File: config.mk
export PLATFORM = sky130hd
export DESIGN_NAME = uart_tx_arbiter
export DESIGN_NICKNAME = d
export VERILOG_FILES = /design/src/rtl/uart_tx_arbiter.sv
export SDC_FILE = /design/constraint.sdc
export NUM_CORES = 1
export LEC_CHECK = 0
export CAP_MARGIN = 20
export CORE_ASPECT_RATIO = 1.2
export CORE_MARGIN = 2
export CORE_UTILIZATION = 50
export DETAILED_ROUTE_END_ITERATION = 12
export PLACE_DENSITY = 0.83
export SYNTH_ARGS = -nofsm -noshare
export SYNTH_HDL_FRONTEND = slang
export SYNTH_SLANG_ARGS = --single-unit
File: constraint.sdc
create_clock -name clk -period 3.3 [get_ports clk]
set_input_delay 0.33 -clock clk [delete_from_list [all_inputs] [get_ports clk]]
set_output_delay 0.33 -clock clk [all_outputs]
set_load 0.02 [all_outputs]
File: src/rtl/uart_tx_arbiter.sv
// uart_tx_arbiter: per-packet arbiter that shares one uart_tx byte stream among NREQ requesters.
// Optional macro UART_ARB_PRIO_EN selects fixed priority (requester 0 highest) instead of round-robin.
module uart_tx_arbiter #(
   parameter int NREQ    = 2,
   parameter int TIMEOUT = 1024,
   parameter int TW      = 11
) (
   input  logic                clk,
   input  logic                rst,
   input  logic [NREQ-1:0]     req_valid,
   input  logic [8*NREQ-1:0]   req_data,
   input  logic [NREQ-1:0]     req_last,
   output logic [NREQ-1:0]     req_ready,
   output logic [NREQ-1:0]     grant,
   output logic [7:0]          tx_tdata,
   output logic                tx_tvalid,
   input  logic                tx_tready,
   output logic                timeout_ev
);

   localparam int IW = (NREQ > 1) ? $clog2(NREQ) : 1;
   localparam logic [TW-1:0] TLAST     = TW'((TIMEOUT > 0) ? TIMEOUT - 1 : 0);
   localparam logic [IW-1:0] LAST_INIT = IW'(NREQ - 1);

   typedef enum logic {IDLE, LOCK} state_t;

   state_t          state, state_nxt;
   logic [NREQ-1:0] grant_nxt;
   logic [IW-1:0]   owner, owner_nxt;
   logic [IW-1:0]   last_owner, last_owner_nxt;
   logic [IW-1:0]   pick;
   logic [TW-1:0]   idle_cnt, idle_cnt_nxt;
   logic            timeout_nxt;
   logic            valid_g, last_g, room, accept, found;
   logic [7:0]      data_g;

   always_comb begin
      valid_g = 1'b0;
      last_g  = 1'b0;
      data_g  = '0;
      for (int i = 0; i < NREQ; i++) begin
         if (grant[i]) begin
            valid_g = req_valid[i];
            last_g  = req_last[i];
            data_g  = req_data[8*i +: 8];
         end
      end
   end

   // Winner search: first valid index above last_owner, otherwise wrap to the lowest valid index.
   always_comb begin
      pick  = last_owner;
      found = 1'b0;
`ifdef UART_ARB_PRIO_EN
      for (int i = 0; i < NREQ; i++) begin
         if (!found && req_valid[i]) begin
            pick  = IW'(i);
            found = 1'b1;
         end
      end
`else
      for (int i = 0; i < NREQ; i++) begin
         if (!found && req_valid[i] && (IW'(i) > last_owner)) begin
            pick  = IW'(i);
            found = 1'b1;
         end
      end
      for (int i = 0; i < NREQ; i++) begin
         if (!found && req_valid[i]) begin
            pick  = IW'(i);
            found = 1'b1;
         end
      end
`endif
   end

   always_comb begin
      state_nxt      = state;
      grant_nxt      = grant;
      owner_nxt      = owner;
      last_owner_nxt = last_owner;
      idle_cnt_nxt   = idle_cnt;
      timeout_nxt    = 1'b0;
      room           = ~tx_tvalid | tx_tready;
      accept         = 1'b0;
      req_ready      = '0;
      case (state)
         IDLE: begin
            if (|req_valid) begin
               state_nxt    = LOCK;
               grant_nxt    = NREQ'(1) << pick;
               owner_nxt    = pick;
               idle_cnt_nxt = '0;
            end
         end
         LOCK: begin
            req_ready = room ? grant : '0;
            accept    = valid_g & room;
            if (accept) begin
               idle_cnt_nxt = '0;
               if (last_g) begin
                  state_nxt      = IDLE;
                  grant_nxt      = '0;
                  last_owner_nxt = owner;
               end
            end else if (!valid_g && (TIMEOUT > 0)) begin
               // Expiry needs valid low, so a same-cycle accept always wins.
               if (idle_cnt == TLAST) begin
                  state_nxt      = IDLE;
                  grant_nxt      = '0;
                  last_owner_nxt = owner;
                  idle_cnt_nxt   = '0;
                  timeout_nxt    = 1'b1;
               end else begin
                  idle_cnt_nxt = idle_cnt + 1'b1;
               end
            end
         end
         default: state_nxt = IDLE;
      endcase
   end

   always_ff @(posedge clk) begin
      if (!rst) begin
         state      <= IDLE;
         grant      <= '0;
         owner      <= '0;
         last_owner <= LAST_INIT;
         idle_cnt   <= '0;
         timeout_ev <= 1'b0;
         tx_tdata   <= '0;
         tx_tvalid  <= 1'b0;
      end else begin
         state      <= state_nxt;
         grant      <= grant_nxt;
         owner      <= owner_nxt;
         last_owner <= last_owner_nxt;
         idle_cnt   <= idle_cnt_nxt;
         timeout_ev <= timeout_nxt;
         if (accept) begin
            tx_tdata  <= data_g;
            tx_tvalid <= 1'b1;
         end else if (tx_tready) begin
            tx_tvalid <= 1'b0;
         end
      end
   end

endmodule

==> flow_metrics.env <==
export IMPL_globalplace_congestion=0.8407
export IMPL_dp_final_hpwl_um=2437
export IMPL_synth_cell_type_count=37
export IMPL_maxClockFrequency_mhz=463.3
export IMPL_unrepaired_setup_endpoints_after_global_routing="false"
export IMPL_routedWlPerCell_um=14.33
export IMPL_timing_critical_path_slowest_stage_cell="dfxtp_1"
export IMPL_die_extent_in_y_um=59.83
export IMPL_cap_viol_max_count=0
export IMPL_cts_hold_fix_buffers=0
export IMPL_post_route_drc_count=0
export IMPL_grt_first_pass_wirelength_um=5402
export IMPL_timing_final_hold_violations=0
export IMPL_drt_pass1_iter_count=4
export IMPL_postSynthNetCount=178
export IMPL_reg2reg_to="idle_cnt[5]"
export IMPL_crit_chain="and3_1 > clkdlybuf4s50_1"
export IMPL_tritoncts_num_buffers=3
export IMPL_synth_cells=154
export IMPL_fillers=210
export IMPL_clk_pin_slew_worst_paths_ns=0.15
export IMPL_syn_avg_cell_area_um2=8.433
export IMPL_n_antenna_cell=0
export IMPL_drt_iter0_markers=33
export IMPL_leak_nw=0.7119
export IMPL_cts_tree="built"
export IMPL_finalNetCount=213
export IMPL_pwr_density_cell_nw_per_um2=379.1
export IMPL_crit_type="reg -> out"
export IMPL_rr_startpoint="grant[1]"
export IMPL_timing_clock_skew_ns=0.004518
export IMPL_irDropWorstVdd_mv=0.2519
export IMPL_cts_root_to_sink_buffers=2
export IMPL_ys_seq_elements=26
export IMPL_clock_latency_ns=0.32
export IMPL_report_final_slew_viol_count=0
export IMPL_post_cts_resized=0
export IMPL_clock_sinks=26
export IMPL_start_util_pct=51.90
export IMPL_place_ws_ns=1.088
export IMPL_setup_worst_path_start="grant[1]"
export IMPL_post_route_period_util_pct=65.41
export IMPL_run_status="finished, final reports clean"
export IMPL_place_port_buffers=36
export IMPL_cpPeakStageDelay_ns=0.67
export IMPL_setup_viol_count_final=0
export IMPL_setup_slack_ns=1.141
export IMPL_end_kind="primary output"
export IMPL_core_rowCount=20
export IMPL_cts_setup_buffers=0
export IMPL_synth_enable_flop_cells=0
export IMPL_cts_root_buf="clkbuf_4"
export IMPL_ys_warn_count=0
export IMPL_track_usage_pct=23.15
export IMPL_cp_data_required_time_ns=2.97
export IMPL_antenna_violations_before_repair=0
export IMPL_final_layout_size_suffix_gt1_share_pct=4.787
export IMPL_floorplan_die_area_um2=3023
export IMPL_synth_cell_area_um2=1299
export IMPL_slew_headroom_pct=59.22
export IMPL_synth_yosys_seq_area_share_pct=40.08
export IMPL_holdCritStartpoint="idle_cnt[10]"
export IMPL_die_width_um=50.53
export IMPL_setup_tns_ns=0
export IMPL_critPathMaxFanout=17
export IMPL_capture_endpoint_of_the_worst_hold_path="idle_cnt[10]"
export IMPL_ff2ff_setup_slack_ns=1.19
export IMPL_ys_flop_type="dfxtp_1"
export IMPL_cp_start_kind="flip-flop"
export IMPL_pin_slew_with_the_least_headroom_to_its_limit_ns=0.6062
export IMPL_via_per_inst=5.900
export IMPL_async_reset_ff_share_pct=0
export IMPL_first_global_vias=1276
export IMPL_flow_area_growth_from_synthesis_pct=33.43
export IMPL_pin_count=37
export IMPL_grt_start_max_net_pins=27
export IMPL_core_um2=2502
export IMPL_gr_total_overflow=0
export IMPL_critical_path_arrival_ns=1.83
export IMPL_post_route_antenna_net_violation_count=0
export IMPL_hold_path_class="reg -> reg"
export IMPL_route_final_wire_length_um=3166
export IMPL_timing_hold_worst_path_depth=1
export IMPL_period_needed_ns=2.159
export IMPL_cts_max_level=1
export IMPL_reg2regPathDepth=6
export IMPL_detailroute_via_count=1304
## cell usage in the layout, fill, tap and decap left out, drive strengths merged, types with 2 or more instances in the layout
master and count:
a211oi 3, a21oi 5, a22oi 9, and2 2, and2b 2, and3 3
buf 3, clkbuf 3, clkdlybuf4s50 36, dfxtp 26, inv 3, nand2 23
nand3 11, nand3b 2, nand4 5, nor2 5, nor2b 3, nor3 3
nor4 5, o211a 8, o21ai 4, o31ai 2, or3 5, or3b 2
xnor2 3
## worst max-delay path: cells and delay by family, from the launching register on
| kind | cells | cell delay (ns) |
|---|---|---|
| buffers and inverters | 1 | 0.60 |
| AND/OR/NAND/NOR | 1 | 0.24 |
| flip-flops | 1 | 0.67 |
## metal layers
| metal | routed length, µm | share of wire (%) | track usage [%] | up-vias |
|---|---|---|---|---|
| li1 | - | - | - | 642 |
| met1 | 1214 | 38 | 23.03 | 599 |
| met2 | 1714 | 54 | 43.98 | 53 |
| met3 | 157 | 5.0 | 5.250 | 10 |
| met4 | 80 | 2.5 | 13.13 | 0 |
| met5 | 0 | 0 | 0 | - |
## layout make-up
cell class                 instances  area [µm²]  area share [%]
multi-input combinational        116       724.4           41.81
inverter                           3       11.26          0.6498
tap                               33       41.29           2.383
clock inverter                     1       30.03           1.733
sequential                        26       520.5           30.04
timing repair buffer              39       382.9           22.09
clock buffer                       3       22.52           1.300
## through the flow
stage | power [mW] | util [%] | area (µm²) | hold slack [ns] | instances
3_3_place_gp | 0.4393 | 67.15 | 1680 | 0.4725 | 217
3_5_place_dp | 0.4423 | 67.15 | 1680 | 0.4911 | 217
2_1_floorplan | 0.3910 | - | 1299 | 0.4577 | 154
6_report | 0.6570 | 69.25 | 1733 | 0.5156 | 221
4_1_cts | 0.6596 | 69.25 | 1733 | 0.5153 | 221
5_1_grt | 0.6854 | 69.25 | 1733 | 0.5301 | 221
## Yosys cell counts, types with 2 or more instances
library cell   n  area (µm²)
clkbuf_1       4       15.01
a22oi_1        9       67.56
nand3_1       11       55.05
nand2_1       23       86.33
a21oi_1        5       25.02
or3_1          5       31.28
and2_1         2       12.51
xnor2_1        3       26.28
o21ai_0        4       20.02
nor3_1         3       15.01
nand3b_1       2       15.01
nand4_1        5       31.28
or3b_1         2       17.52
nor2_1         5       18.77
buf_2          4       20.02
and2b_1        2       15.01
o211a_1        8       80.08
o31ai_1        2       15.01
and3_1         3       18.77
nor2b_1        3       18.77
a211oi_1       2       15.01
dfxtp_1       26       520.5
inv_1          3       11.26
nor4_1         5       31.28
## logic make-up after synthesis
logic type / Yosys count / share of synthesized area [%]
flip-flops: 26 / 40.08
buffers and inverters: 12 / 4.142
XOR/XNOR: 4 / 2.698
adder cells (fa/ha/maj): 1 / 0.9632
AND/OR/NAND/NOR: 73 / 29.38
AO/OA/AOI/OAI: 38 / 22.74
## power breakdown
part	total (mW)	internal (mW)	switching [mW]
sequential	0.333	0.323	0.0105
clock	0.221	0.123	0.0983
combinational	0.103	0.0542	0.0483
total	0.657	0.500	0.157
## state kept, by name, summed over array words and instances, names as in the netlist
register	count
grant	2
owner	1
state	1
timeout_ev	1
tx_tvalid	1
idle_cnt	11
last_owner	1
tx_tdata	8
## worst max-delay path by stage
stage          cells after the start           end  slack [ns]
2_1_floorplan                      6   idle_cnt[3]        1.59
3_3_place_gp                       7   idle_cnt[3]        1.17
3_5_place_dp                       7   idle_cnt[5]        1.09
4_1_cts                            2  req_ready[1]        1.11
5_1_grt                            2  req_ready[1]        1.03
6_report                           2  req_ready[1]        1.14
Power figures use the tool's default switching activity.
